File: config.mk
export PLATFORM = sky130hd
export DESIGN_NAME = main_control_fsm
export DESIGN_NICKNAME = d
export VERILOG_FILES = /design/src/rtl/ctrl_pkg.sv /design/src/rtl/main_control_fsm_mem_wait_counter.sv /design/src/rtl/main_control_fsm.sv
export SDC_FILE = /design/constraint.sdc
export NUM_CORES = 1
export LEC_CHECK = 0
export BUFFER_PORTS_ARGS = -buffer_cell sky130_fd_sc_hd__buf_2
export CAP_MARGIN = 20
export CORE_UTILIZATION = 40
export DETAILED_ROUTE_END_ITERATION = 12
export HOLD_SLACK_MARGIN = 0.15
export MAX_ROUTING_LAYER = met4
export PLACE_DENSITY = 0.69
export SLEW_MARGIN = 10
export SYNTH_ARGS = -nofsm -noshare
export SYNTH_HDL_FRONTEND = slang
export SYNTH_SLANG_ARGS = --single-unit
File: constraint.sdc
create_clock -name clk -period 2.7 [get_ports clk]
set_input_delay 0.54 -clock clk [delete_from_list [all_inputs] [get_ports clk]]
set_output_delay 0.54 -clock clk [all_outputs]
set_load 0.01 [all_outputs]
File: src/rtl/ctrl_pkg.sv
// Shared definitions for the multicycle MIPS main controller.
//   - Opcode/funct encodings (OP_*, F_*). They are guarded so that an
//     earlier include of the shared cpu.svh header takes precedence.
//   - state_t: controller state encoding, also visible on state_o.
//   - ALUSrcB / PCSrc / ALUop select encodings.
//   - Helpers: funct legality and memory-access state classification.
`ifndef CPU_SVH
`define CPU_SVH
`define OP_RTYPE 6'h00
`define OP_J     6'h02
`define OP_BEQ   6'h04
`define OP_ADDI  6'h08
`define OP_SLTI  6'h0A
`define OP_ANDI  6'h0C
`define OP_ORI   6'h0D
`define OP_XORI  6'h0E
`define OP_LW    6'h23
`define OP_SW    6'h2B
`define F_SLL    6'h00
`define F_SRL    6'h02
`define F_SRA    6'h03
`define F_JR     6'h08
`define F_ADD    6'h20
`define F_SUB    6'h22
`define F_AND    6'h24
`define F_OR     6'h25
`define F_XOR    6'h26
`define F_NOR    6'h27
`define F_SLT    6'h2A
`endif

package ctrl_pkg;

    typedef enum logic [3:0] {
        FETCH    = 4'd0,
        DECODE   = 4'd1,
        MEMADR   = 4'd2,
        MEMREAD  = 4'd3,
        MEMWB    = 4'd4,
        MEMWRITE = 4'd5,
        EXECUTE  = 4'd6,
        ALUWB    = 4'd7,
        BRANCH   = 4'd8,
        IEXEC    = 4'd9,
        IWB      = 4'd10,
        JUMP     = 4'd11,
        JR       = 4'd12
    } state_t;

    localparam logic [1:0] ALUSRCB_RT      = 2'b00;
    localparam logic [1:0] ALUSRCB_FOUR    = 2'b01;
    localparam logic [1:0] ALUSRCB_IMM     = 2'b10;
    localparam logic [1:0] ALUSRCB_IMM_SH2 = 2'b11;

    localparam logic [1:0] PCSRC_ALU    = 2'b00;
    localparam logic [1:0] PCSRC_ALUOUT = 2'b01;
    localparam logic [1:0] PCSRC_JUMP   = 2'b10;
    localparam logic [1:0] PCSRC_RS     = 2'b11;

    localparam logic [1:0] ALUOP_ADD   = 2'b00;
    localparam logic [1:0] ALUOP_SUB   = 2'b01;
    localparam logic [1:0] ALUOP_FUNCT = 2'b10;

    function automatic logic is_legal_funct(input logic [5:0] f);
        return f inside {`F_SLL, `F_SRL, `F_SRA, `F_JR, `F_ADD, `F_SUB,
                         `F_AND, `F_OR, `F_XOR, `F_NOR, `F_SLT};
    endfunction

    // States that touch memory and therefore honour the wait counter.
    function automatic logic is_mem_state(input state_t s);
        return s inside {FETCH, MEMREAD, MEMWRITE};
    endfunction

endpackage

File: src/rtl/main_control_fsm_mem_wait_counter.sv
// Memory wait down-counter.
//   clk   : system clock, rising edge
//   rst   : synchronous active-high reset, reloads MEM_LAT
//   load  : reload MEM_LAT (takes priority over count)
//   count : decrement while nonzero
//   zero  : counter has reached 0 (final cycle of a memory state)
module mem_wait_counter #(
    parameter int unsigned MEM_LAT = 0
) (
    input  logic clk,
    input  logic rst,
    input  logic load,
    input  logic count,
    output logic zero
);

    localparam logic [3:0] LAT = 4'(MEM_LAT);

    logic [3:0] cnt_q, cnt_d;

    always_comb begin
        cnt_d = cnt_q;
        if (load) begin
            cnt_d = LAT;
        end else if (count && (cnt_q != '0)) begin
            cnt_d = cnt_q - 4'd1;
        end
    end

    always_ff @(posedge clk) begin
        if (rst) begin
            cnt_q <= LAT;
        end else begin
            cnt_q <= cnt_d;
        end
    end

    assign zero = (cnt_q == '0);

endmodule

File: src/rtl/main_control_fsm.sv
// Multicycle MIPS main controller (Moore FSM).
//   clk, rst            : clock and synchronous active-high reset
//   opcode, funct       : instruction fields from the IR
//   IorD .. Branch      : datapath selects, write enables, ALUop/PC control
//   illegal_op          : one-cycle pulse in DECODE on an unrecognised instr
//   state_o             : current state encoding for debug
module main_control_fsm
    import ctrl_pkg::*;
#(
    parameter int unsigned MEM_LAT = 0
) (
    input  logic       clk,
    input  logic       rst,
    input  logic [5:0] opcode,
    input  logic [5:0] funct,
    output logic       IorD,
    output logic       MemWrite,
    output logic       IRWrite,
    output logic       RegDst,
    output logic       MemtoReg,
    output logic       RegWrite,
    output logic       ALUSrcA,
    output logic [1:0] ALUSrcB,
    output logic [1:0] ALUop,
    output logic [1:0] PCSrc,
    output logic       PCWrite,
    output logic       Branch,
    output logic       illegal_op,
    output logic [3:0] state_o
);

    state_t state_q, state_d;
    logic   cnt_zero;
    logic   cnt_load;
    logic   illegal_d;
    logic   ir_we, pc_we, mem_we, reg_we;
    logic   en_ok;

    always_comb begin
        state_d   = state_q;
        illegal_d = 1'b0;
        case (state_q)
            FETCH:    if (cnt_zero) state_d = DECODE;
            DECODE: begin
                case (opcode)
                    `OP_LW, `OP_SW: state_d = MEMADR;
                    `OP_RTYPE: begin
                        if (!is_legal_funct(funct)) begin
                            state_d   = FETCH;
                            illegal_d = 1'b1;
                        end else if (funct == `F_JR) begin
                            state_d = JR;
                        end else begin
                            state_d = EXECUTE;
                        end
                    end
                    `OP_BEQ: state_d = BRANCH;
                    `OP_ADDI, `OP_ANDI, `OP_ORI, `OP_XORI, `OP_SLTI: state_d = IEXEC;
                    `OP_J:   state_d = JUMP;
                    default: begin
                        state_d   = FETCH;
                        illegal_d = 1'b1;
                    end
                endcase
            end
            MEMADR: begin
                if (opcode == `OP_LW)      state_d = MEMREAD;
                else if (opcode == `OP_SW) state_d = MEMWRITE;
                else                       state_d = FETCH;
            end
            MEMREAD:  if (cnt_zero) state_d = MEMWB;
            MEMWRITE: if (cnt_zero) state_d = FETCH;
            EXECUTE:  state_d = ALUWB;
            IEXEC:    state_d = IWB;
            MEMWB, ALUWB, BRANCH, IWB, JUMP, JR: state_d = FETCH;
            default:  state_d = FETCH;
        endcase
    end

    always_ff @(posedge clk) begin
        if (rst) begin
            state_q <= FETCH;
        end else begin
            state_q <= state_d;
        end
    end

    // Reload only on entry; a memory state holding on itself keeps counting.
    assign cnt_load = (state_d != state_q) && is_mem_state(state_d);

    mem_wait_counter #(.MEM_LAT(MEM_LAT)) u_wait (
        .clk   (clk),
        .rst   (rst),
        .load  (cnt_load),
        .count (is_mem_state(state_q)),
        .zero  (cnt_zero)
    );

    always_comb begin
        IorD     = 1'b0;
        RegDst   = 1'b0;
        MemtoReg = 1'b0;
        ALUSrcA  = 1'b0;
        ALUSrcB  = ALUSRCB_RT;
        ALUop    = ALUOP_ADD;
        PCSrc    = PCSRC_ALU;
        Branch   = 1'b0;
        ir_we    = 1'b0;
        pc_we    = 1'b0;
        mem_we   = 1'b0;
        reg_we   = 1'b0;
        case (state_q)
            FETCH: begin
                ALUSrcB = ALUSRCB_FOUR;
                ir_we   = 1'b1;
                pc_we   = 1'b1;
            end
            DECODE:   ALUSrcB = ALUSRCB_IMM_SH2;
            MEMADR: begin
                ALUSrcA = 1'b1;
                ALUSrcB = ALUSRCB_IMM;
            end
            MEMREAD:  IorD = 1'b1;
            MEMWB: begin
                MemtoReg = 1'b1;
                reg_we   = 1'b1;
            end
            MEMWRITE: begin
                IorD   = 1'b1;
                mem_we = 1'b1;
            end
            EXECUTE: begin
                ALUSrcA = 1'b1;
                ALUop   = ALUOP_FUNCT;
            end
            ALUWB: begin
                RegDst = 1'b1;
                reg_we = 1'b1;
            end
            BRANCH: begin
                ALUSrcA = 1'b1;
                ALUop   = ALUOP_SUB;
                PCSrc   = PCSRC_ALUOUT;
                Branch  = 1'b1;
            end
            IEXEC: begin
                ALUSrcA = 1'b1;
                ALUSrcB = ALUSRCB_IMM;
            end
            IWB:      reg_we = 1'b1;
            JUMP: begin
                PCSrc = PCSRC_JUMP;
                pc_we = 1'b1;
            end
            JR: begin
                PCSrc = PCSRC_RS;
                pc_we = 1'b1;
            end
            default: ;
        endcase
    end

    // Enables fire only in the last wait cycle, and never while reset is
    // held, so a mid-wait reset cannot commit a write.
    assign en_ok      = cnt_zero && !rst;
    assign IRWrite    = ir_we  && en_ok;
    assign PCWrite    = pc_we  && en_ok;
    assign MemWrite   = mem_we && en_ok;
    assign RegWrite   = reg_we && en_ok;
    assign illegal_op = (state_q == DECODE) && illegal_d && !rst;
    assign state_o    = state_q;

endmodule

==> results of run 1 <==
==> registers in the layout, indices dropped and copies added, names as in the netlist <==
signal and cells:
state_o 4, u_wait.cnt_q 4
==> synthesized netlist by cell type (2+ instances only) <==
library cell  number  share of area (%)
nor2_1            22                7.1
nor3_1            14                6.0
nand2_1           13                4.2
dfxtp_1            8                 14
a21oi_1            7                3.0
nand2b_1           7                3.8
inv_1              6                1.9
and2_1             5                2.7
buf_4              5                3.2
buf_6              4                3.9
o21ai_0            4                1.7
nand3_1            3                1.3
nor4_1             3                1.6
xnor2_1            3                2.3
a21o_2             2                1.5
a21oi_2            2                1.5
nor2b_1            2                1.1
o21ai_1            2               0.86
o21bai_1           2                1.3
o22a_1             2                1.5
o22ai_1            2                1.1
or2b_1             2                1.3
or3b_1             2                1.5
==> through the flow <==
step                worst slack (ns)  total power (uW)
CTS                           0.2390             880.6
global placement              0.2810             771.1
floorplan                     0.5309             685.7
global route                 0.08516             949.4
detailed placement            0.2482             788.7
finish                        0.2337             873.9
==> layout make-up <==
class,count,area [um2],share of cell area (%)
Inverter,6,22.52,1.705
Multi-Input combinational cell,131,889.6,67.33
Tap cell,31,38.79,2.936
Timing Repair Buffer,36,187.7,14.20
Clock buffer,3,22.52,1.705
Sequential cell,8,160.2,12.12
==> metal layers <==
metal	track usage, %	vias up	part of all wire, %
met5	-	-	0
met4	5.923	0	1.2
met3	2.791	4	5.0
met2	33.16	44	49
met1	23.50	552	45
li1	-	627	-
==> worst min-delay path, delay by kind of cell, from the launching register on <==
kind	cells	cell delay, ns
AO/OA/AOI/OAI	2	0.13
flip-flops	1	0.32
==> kinds of logic after synthesis <==
logic type	count (synthesis)	share of synthesized area (%)
XOR/XNOR	3	2.251
adder cells (fa/ha/maj)	2	1.929
buffers and inverters	18	10.07
AO/OA/AOI/OAI	36	25.51
AND/OR/NAND/NOR	89	45.66
multiplexers	1	0.8575
flip-flops	8	13.72
==> how the worst max path moves through the flow <==
| stage | endpoint | cells after the start | start | slack (ns) |
|---|---|---|---|---|
| 2_1_floorplan | u_wait.cnt_q[3] | 8 | opcode[0] | 0.53 |
| 3_3_place_gp | illegal_op | 8 | opcode[1] | 0.28 |
| 3_5_place_dp | u_wait.cnt_q[0] | 9 | u_wait.cnt_q[0] | 0.25 |
| 4_1_cts | u_wait.cnt_q[0] | 9 | u_wait.cnt_q[0] | 0.24 |
| 5_1_grt | u_wait.cnt_q[0] | 7 | state_o[0] | 0.09 |
| 6_report | u_wait.cnt_q[0] | 9 | u_wait.cnt_q[0] | 0.23 |
==> cells in the final DEF, fill, tap and decap left out, types with 2 or more instances in the layout <==
master / count
o21ai_1: 2
buf_4: 3
buf_2: 33
clkbuf_4: 3
nor2_1: 22
o22ai_1: 2
a21oi_1: 7
and2_1: 5
nand3_1: 3
or3b_1: 2
inv_1: 6
or2b_1: 2
nand2b_1: 7
xnor2_1: 3
a21o_2: 2
a21oi_2: 2
nand2_1: 13
nor2b_1: 2
dfxtp_1: 8
o21bai_1: 2
o21ai_0: 4
o22a_1: 2
nor4_1: 3
nor3_1: 14
==> power by group <==
part,leakage [uW],total [uW],switching [uW],internal [uW]
sequential,0.0000655,187,39.7,147
combinational,0.000475,596,319,276
clock,0.0000138,91.7,40.8,50.9
total,0.000554,874,400,474
==> results.json, run 1 <==
{
  "postSynth.asyncResetShare_pct": 0,
  "slowest_stage": "or3b_1",
  "grt_overflow_total": 0,
  "io_pins": 34,
  "worstPathRequired_ns": 2.84,
  "ys_seq_area_share_pct": 13.72,
  "drt_first_pass_iters": 4,
  "layout.nets": 201,
  "timing.slew.headroom_pct": 53.76,
  "rows": 19,
  "ys.flop_type": "dfxtp_1",
  "vias": 1227,
  "synthCells": 157,
  "ctsResizeCount": 0,
  "critPathLaunchType": "flop",
  "max_stage_delay_ns": 0.46,
  "grt_max_degree": 23,
  "drc": 0,
  "viasPerCell": 5.707,
  "cts_tree": "yes",
  "slew_viol_final": 0,
  "synth-seq-cells": 8,
  "cts_buffers": 3,
  "regToRegSetupSlack_ns": 0.23,
  "syn_area_per_cell_um2": 7.435,
  "worst_pin_slew_ns": 0.6927,
  "fillers": 290,
  "drt-total-wl_mm": 2.813,
  "post_cts_buffers": 0,
  "cp_num_buf_inv": 1,
  "cts_num_sinks": 8,
  "vdd_ir_drop_max_v": 0.0004637,
  "clockRootBuffer": "clkbuf_4",
  "fin_setup_tns_ns": 0,
  "rsz0062_at_grt": "false",
  "stdcell_area_mm2": 0.001321,
  "cap_violations": 0,
  "whs_ns": 0.5013,
  "fmax_ghz": 0.4055,
  "power_density_mw_per_mm2": 661.4,
  "worstHoldEndpoint": "u_wait.cnt_q[2]",
  "synth.net_count": 172,
  "syn_area_mm2": 0.001167,
  "placed_area_mm2": 0.001299,
  "antenna_left": 0,
  "initial_core_util_pct": 42.33,
  "ff2ff_path_depth": 9,
  "critPathKind": "flop to flop",
  "io_buffers": 33,
  "fin_crit_sh_pct": 91.34,
  "min_path_cells": 2,
  "final_cells": 215,
  "ys_warn_count": 0,
  "status": "complete, no violations",
  "crit_fanout": 5,
  "grt_antenna_before_repair": 0,
  "synth_edf_count": 0,
  "h-tree-depth": 1,
  "hold_buffers": 0,
  "dp_hpwl_mm": 2.275,
  "first_iter_violations": 41,
  "grt_pass1_vias": 1162,
  "crit_path_end_kind": "flop",
  "total_leakage_power_uw": 0.0005543,
  "core_mm2": 0.002758,
  "hold_violations": 0,
  "routabilityCongestion": 0.9098,
  "arrival_ns": 2.61,
  "synth_cell_type_count": 58,
  "path_cells": "inv_1, ha_1, or3b_1, a311oi_1, o41a_1, o21a_1, and3b_1, a2bb2oi_4, nor2_1",
  "finClkSkew_ns": 0.002787,
  "setup_viol": 0,
  "min_from": "u_wait.cnt_q[2]",
  "clk_latency_ns": 0.25,
  "wl_per_cell_um": 13.08,
  "track_usage_pct": 19.38,
  "chipWidth_um": 56.02,
  "fin_util_pct": 47.91,
  "die_h_um": 56.02,
  "timing.rr.start": "u_wait.cnt_q[0]",
  "dp_cells": 212,
  "critPathTopFamily": "compound AO/OA/AOI/OAI gates",
  "min_path_type": "flop to flop",
  "antenna_cells": 0,
  "drive_gt1_share_pct": 31.52,
  "syn2layout_area_growth_pct": 13.18,
  "fin_crit_ns": 2.466,
  "dieArea_mm2": 0.003138,
  "clk_path_buf_depth": 2,
  "clk_pin_slew_worst_paths_ns": 0.05,
  "grt_pass1_wl_mm": 4.919,
  "r2r_end": "u_wait.cnt_q[0]"
}
(Power assumes the default switching activity.)
==> inputs of run 2 (changes only) <==
--- a/config.mk
+++ b/config.mk
@@ -5,13 +5,15 @@
 export SDC_FILE = /design/constraint.sdc
 export NUM_CORES = 1
 export LEC_CHECK = 0
+export ABC_AREA = 1
 export BUFFER_PORTS_ARGS = -buffer_cell sky130_fd_sc_hd__buf_2
 export CAP_MARGIN = 20
 export CORE_UTILIZATION = 40
+export CTS_BUF_LIST = sky130_fd_sc_hd__clkbuf_4
 export DETAILED_ROUTE_END_ITERATION = 12
 export HOLD_SLACK_MARGIN = 0.15
 export MAX_ROUTING_LAYER = met4
-export PLACE_DENSITY = 0.69
+export PLACE_DENSITY = 0.65
 export SLEW_MARGIN = 10
 export SYNTH_ARGS = -nofsm -noshare
 export SYNTH_HDL_FRONTEND = slang
==> run 2 against run 1 <==
Setup slack better by 0.31 ns. Die area is 18% lower. Core utilization is 4.2 points higher. Combinational power is 15% lower. Sequential power is 8% lower. Total power is 13% lower. Clock skew hardly changed. Global-route usage is 0.73 points higher. Non-clock buffer count is 3 lower. Sequential share of layout area is 1.6 points higher. Sequential cell count stayed put. Via count is 9.1% lower. Critical path type is now flop to output pin.
==> results.json, run 2 <==
{
  "vias": 1115,
  "synth-seq-cells": 8,
  "routabilityCongestion": 0.8629,
  "grt_overflow_total": 0,
  "status": "complete, no violations",
  "crit_path_end_kind": "output pin",
  "slew_viol_final": 0,
  "total_leakage_power_uw": 0.0007507,
  "yosysMostFrequentCell": "nand2_1",
  "critPathLaunchType": "flop",
  "postSynth.asyncResetShare_pct": 0,
  "cts_tree": "yes",
  "fin_setup_tns_ns": 0,
  "grt_pass1_wl_mm": 3.967,
  "layout_common_cells": "nand2_1, inv_1, nor2_1, buf_2, nand3_1",
  "met3_usage_pct": 2.727,
  "whs_ns": 0.5013,
  "min_path_type": "input port to flop",
  "h-tree-depth": 1,
  "io_buffers": 33,
  "cts_num_sinks": 8,
  "worstPathRequired_ns": 2.16,
  "layout.nets": 234,
  "synth_cell_type_count": 25,
  "grtUsageMet2_pct": 34.44,
  "drive_gt1_share_pct": 24.88,
  "grt_max_degree": 7,
  "initial_core_util_pct": 42.52,
  "vdd_ir_drop_max_v": 0.0005778,
  "clk_latency_ns": 0.25,
  "antenna_left": 0,
  "viasPerCell": 4.551,
  "ys.flop_type": "dfxtp_1",
  "core_mm2": 0.002233,
  "first_iter_violations": 12,
  "grt_pass1_vias": 1022,
  "cap_violations": 0,
  "synthCells": 182,
  "critPathKind": "flop to output pin",
  "grt_use_met1_pct": 24.68,
  "yosysTopAreaCell": "nand2_1",
  "synth_edf_count": 0,
  "io_pins": 34,
  "syn2layout_area_growth_pct": 22.66,
  "synthTopCellsByCount": "nand2_1, inv_1, nor2_1, nand3_1, dfxtp_1",
  "fin_crit_sh_pct": 79.94,
  "synth.net_count": 197,
  "timing.slew.headroom_pct": 83.54,
  "worst_pin_slew_ns": 0.2466,
  "drt_first_pass_iters": 4,
  "layout_setup_ws_ns": 0.5416,
  "mostFrequentLayoutCell": "nand2_1",
  "synth_area_leaders": "nand2_1, dfxtp_1, inv_1",
  "fmax_ghz": 0.4633,
  "syn_area_um2": 949.7,
  "drc": 0,
  "grt_antenna_before_repair": 0,
  "clockRootBuffer": "clkbuf_4",
  "rsz0062_at_grt": "false",
  "antenna_cells": 0,
  "ys_warn_count": 0,
  "power_density_mw_per_mm2": 656.3,
  "rows": 17,
  "yosysTopAreaCellShare_pct": 19.37,
  "fin_crit_ns": 2.158,
  "setup_viol": 0,
  "clk_path_buf_depth": 2,
  "wl_per_cell_um": 8.767,
  "arrival_ns": 1.62,
  "post_cts_buffers": 0,
  "dieArea_mm2": 0.002573,
  "busiest_layer": "met2",
  "drt-total-wl_mm": 2.148,
  "clk_pin_slew_worst_paths_ns": 0.05,
  "hold_violations": 0,
  "crit_fanout": 6,
  "hold_buffers": 0,
  "ctsResizeCount": 0,
  "syn_area_per_cell_um2": 5.218,
  "cts_buffers": 3,
  "ys_seq_area_share_pct": 16.86,
  "finClkSkew_ns": 0.002603,
  "chipWidth_um": 50.73,
  "place_ws_ns": 0.5878,
  "dp_hpwl_mm": 1.900,
  "track_usage_pct": 20.12,
  "die_h_um": 50.73
}
[run 2: cell type report]
type                       instances  area [um2]
timing repair buffer              33       165.2
clock buffer                       3       22.52
sequential                         8       160.2
inverter                          41       153.9
tap                               28       35.03
multi-input combinational        132       628.1
fill                             258        1069
[run 2: stage by stage]
stage	utilization (%)	cell area, um2	cells	total power (uW)
2_1_floorplan	-	949.7	182	564.2
4_1_cts	52.16	1165	245	776.2
5_1_grt	52.16	1165	245	877.9
3_5_place_dp	51.15	1142	242	685.0
3_3_place_gp	51.15	1142	242	677.7
6_report	52.16	1165	245	764.6
[run 2: path summary, 6_finish.rpt]
| kind | start | endpoint | slack [ns] | cells past startpoint |
|---|---|---|---|---|
| max | state_o[2] | ALUSrcA | 0.54 | 7 |
| min | rst | state_o[3] | 0.50 | 2 |
| max reg2reg | u_wait.cnt_q[1] | u_wait.cnt_q[2] | 0.98 | 14 |
| min reg2reg | u_wait.cnt_q[0] | u_wait.cnt_q[0] | 0.51 | 4 |
[run 2: critical path: stages, from the launching register on]
cell     delay [ns]
dfxtp_1        0.42
inv_1          0.08
nand2_2        0.14
inv_1          0.06
nand2_1        0.11
inv_1          0.07
or3_1          0.36
buf_2          0.14
[run 2: kinds of logic after synthesis]
group | count (synthesis) | synth area share, %
XOR/XNOR | 2 | 1.845
flip-flops | 8 | 16.86
buffers and inverters | 42 | 17.00
AND/OR/NAND/NOR | 117 | 54.41
AO/OA/AOI/OAI | 12 | 8.564
adder cells (fa/ha/maj) | 1 | 1.317
[run 2: layer usage]
| metal | wire length, um | share of wire (%) | vias to the layer above |
|---|---|---|---|
| met5 | 0 | 0 | - |
| met2 | 1019 | 47 | 26 |
| li1 | - | - | 618 |
| met4 | 15 | 0.70 | 0 |
| met1 | 1021 | 48 | 469 |
| met3 | 91 | 4.2 | 2 |
[run 2: report_power, final]
part | total, uW | switching, uW | internal (uW)
Combinational | 504 | 318 | 186
Sequential | 172 | 25.7 | 146
Clock | 88.3 | 37.6 | 50.7
Total | 765 | 381 | 383
==> inputs of run 3 (changes only) <==
--- a/config.mk
+++ b/config.mk
@@ -13,7 +13,7 @@
 export DETAILED_ROUTE_END_ITERATION = 12
 export HOLD_SLACK_MARGIN = 0.15
 export MAX_ROUTING_LAYER = met4
-export PLACE_DENSITY = 0.65
+export PLACE_DENSITY = 0.67
 export SLEW_MARGIN = 10
 export SYNTH_ARGS = -nofsm -noshare
 export SYNTH_HDL_FRONTEND = slang
==> constraint.sdc (replaced) <==
create_clock -name clk -period 1.75 [get_ports clk]
set_input_delay 0.35 -clock clk [delete_from_list [all_inputs] [get_ports clk]]
set_output_delay 0.35 -clock clk [all_outputs]
set_load 0.01 [all_outputs]
==> run 3 against run 2 <==
The flow now finishes with violations (negative setup slack). Sequential cell count is the same. Highest routed layer unchanged. Routed wire length grew 38%. Count of clock-buffer cells in the layout is the same. First-iteration DRC count grew to 3.8 times the previous value. Clock power grew 60%. Sequential power grew 67%. Core utilization grew 20 points. Critical path type is now flop to flop. Die area is the same. Setup slack lost 0.59 ns.
==> results.json, run 3 (synthesis results as in run 2) <==
{
  "multi_input_area_um2": 830.8,
  "mostFrequentLayoutCell": "nand2_1",
  "hold_buffers": 0,
  "finClkSkew_ns": 0.001205,
  "worst_pin_slew_ns": 0.3182,
  "h-tree-depth": 1,
  "core_mm2": 0.002233,
  "drc": 0,
  "setup_viol": 5,
  "initial_core_util_pct": 42.52,
  "grt_pass1_vias": 1053,
  "cts_num_sinks": 8,
  "timing.slew.headroom_pct": 78.71,
  "crit_fanout": 5,
  "dp_hpwl_mm": 1.842,
  "fmax_ghz": 0.5572,
  "critical_path.most_common_cell": "nand2_1",
  "io_pins": 34,
  "viasPerCell": 4.921,
  "worstPathRequired_ns": 1.90,
  "cp_num_buf_inv": 2,
  "fillers": 182,
  "chipWidth_um": 50.73,
  "antenna_left": 0,
  "clk_latency_ns": 0.26,
  "fin_crit_ns": 1.795,
  "crit_path_end_kind": "flop",
  "critPathLaunchType": "flop",
  "drt_first_pass_iters": 4,
  "first_iter_violations": 46,
  "p_total_uw": 1671,
  "grt_max_degree": 7,
  "vdd_ir_drop_max_v": 0.001411,
  "drive_gt1_share_pct": 53.36,
  "grt_overflow_total": 0,
  "drt-total-wl_mm": 2.957,
  "io_buffers": 33,
  "slew_viol_final": 0,
  "routabilityCongestion": 0.8815,
  "placed_area_mm2": 0.001157,
  "final-seq-area_um2": 172.7,
  "max_stage_delay_ns": 0.33,
  "wl_per_cell_um": 11.12,
  "fin_util_pct": 71.82,
  "grt_pass1_wl_mm": 4.057,
  "cts_buffers": 3,
  "dieArea_mm2": 0.002573,
  "critPathTopFamily": "simple AND/OR/NAND/NOR gates",
  "die_h_um": 50.73,
  "violations": "negative setup slack",
  "min_path_type": "input port to flop",
  "whs_ns": 0.3189,
  "fin_crit_sh_pct": 102.6,
  "layout.nets": 255,
  "clk_path_buf_depth": 2,
  "place_ws_ns": -0.01539,
  "total_leakage_power_uw": 0.0009405,
  "hold_violations": 0,
  "rows": 17,
  "track_usage_pct": 21.25,
  "status": "finished, violations left",
  "arrival_ns": 1.94,
  "antenna_cells": 0,
  "layout_common_cells": "nand2_1, buf_2, inv_1, nor2_1, buf_4",
  "rsz0062_at_grt": "true",
  "clk_pin_slew_worst_paths_ns": 0.05,
  "power_density_mw_per_mm2": 1041,
  "path_cells": "inv_2, ha_4, nand2_4, buf_12, nand2_4, nand2_1, nor2_1, nand3_1, nand3_2, nand2_1, nand2_1, nand3_2, nand2_2, nor2_1",
  "vias": 1309,
  "critPathKind": "flop to flop",
  "cts_tree": "yes",
  "layout_setup_ws_ns": -0.04465,
  "clockRootBuffer": "clkbuf_4",
  "cap_violations": 0,
  "stdcell_area_mm2": 0.001604,
  "grt_antenna_before_repair": 0,
  "slowest_stage": "dfxtp_2",
  "syn2layout_area_growth_pct": 68.91
}
## run 3: cell types whose count changed in the layout (fill, tap and decap cells not counted), moves of 4 or more
cell     delta
dfxtp_1     -6
nand2_4     +5
inv_2       +7
buf_2       -4
nor2_1     -11
nand3_1     -5
nand3_2     +5
nand2_1    -10
dfxtp_2     +4
buf_4      +20
inv_1      -11
nand2_2     +5
nor2_4      +8
## run 3: final timing paths
check        slack [ns]             from  cells after the start               to
max               -0.04  u_wait.cnt_q[1]                     14  u_wait.cnt_q[1]
min                0.32              rst                      2       state_o[3]
max reg2reg       -0.04  u_wait.cnt_q[1]                     14  u_wait.cnt_q[1]
min reg2reg        0.52  u_wait.cnt_q[0]                      4  u_wait.cnt_q[0]
## run 3: worst register-to-register path, delay by kind of cell (launching register included)
family	cells	cell delay (ns)
simple gates	11	1.01
flops	1	0.33
fa+ha+maj	1	0.14
buf+inv	2	0.20
## run 3: report_power, final
group / leakage [uW] / switching, uW / internal, uW / total, uW
clock network: 0.0000138 / 62.6 / 78.4 / 141
registers: 0.0000683 / 53.5 / 234 / 288
logic: 0.000858 / 696 / 546 / 1240
total: 0.000940 / 812 / 858 / 1670
## run 3: final cells by class
class | count | area share, %
clock buffer | 3 | 1.404
inverter | 41 | 10.84
multi-input combinational | 132 | 51.79
sequential | 8 | 10.76
tap | 28 | 2.184
timing repair buffer | 54 | 23.01
## run 3: repair_timing
item	4_1_cts	5_1_grt
pin swaps	2	22
endpoints found under the setup margin	6	11
setup buffers	6	13
gates resized for setup	18	73
## run 3: per-layer routing
| layer | vias to the layer above | track usage [%] | share of wire [%] |
|---|---|---|---|
| met4 | 0 | 8.333 | 2.2 |
| met1 | 583 | 24.06 | 40 |
| met3 | 8 | 3.636 | 4.5 |
| li1 | 663 | - | - |
| met5 | - | - | 0 |
| met2 | 55 | 36.89 | 53 |
## run 3: stage by stage
stage / cells / TNS (ns)
floorplan: 182 / 0
global placement: 244 / -0.02079
detailed placement: 244 / -0.01539
CTS: 253 / -0.04060
global route: 266 / -0.8170
finish: 266 / -0.2062
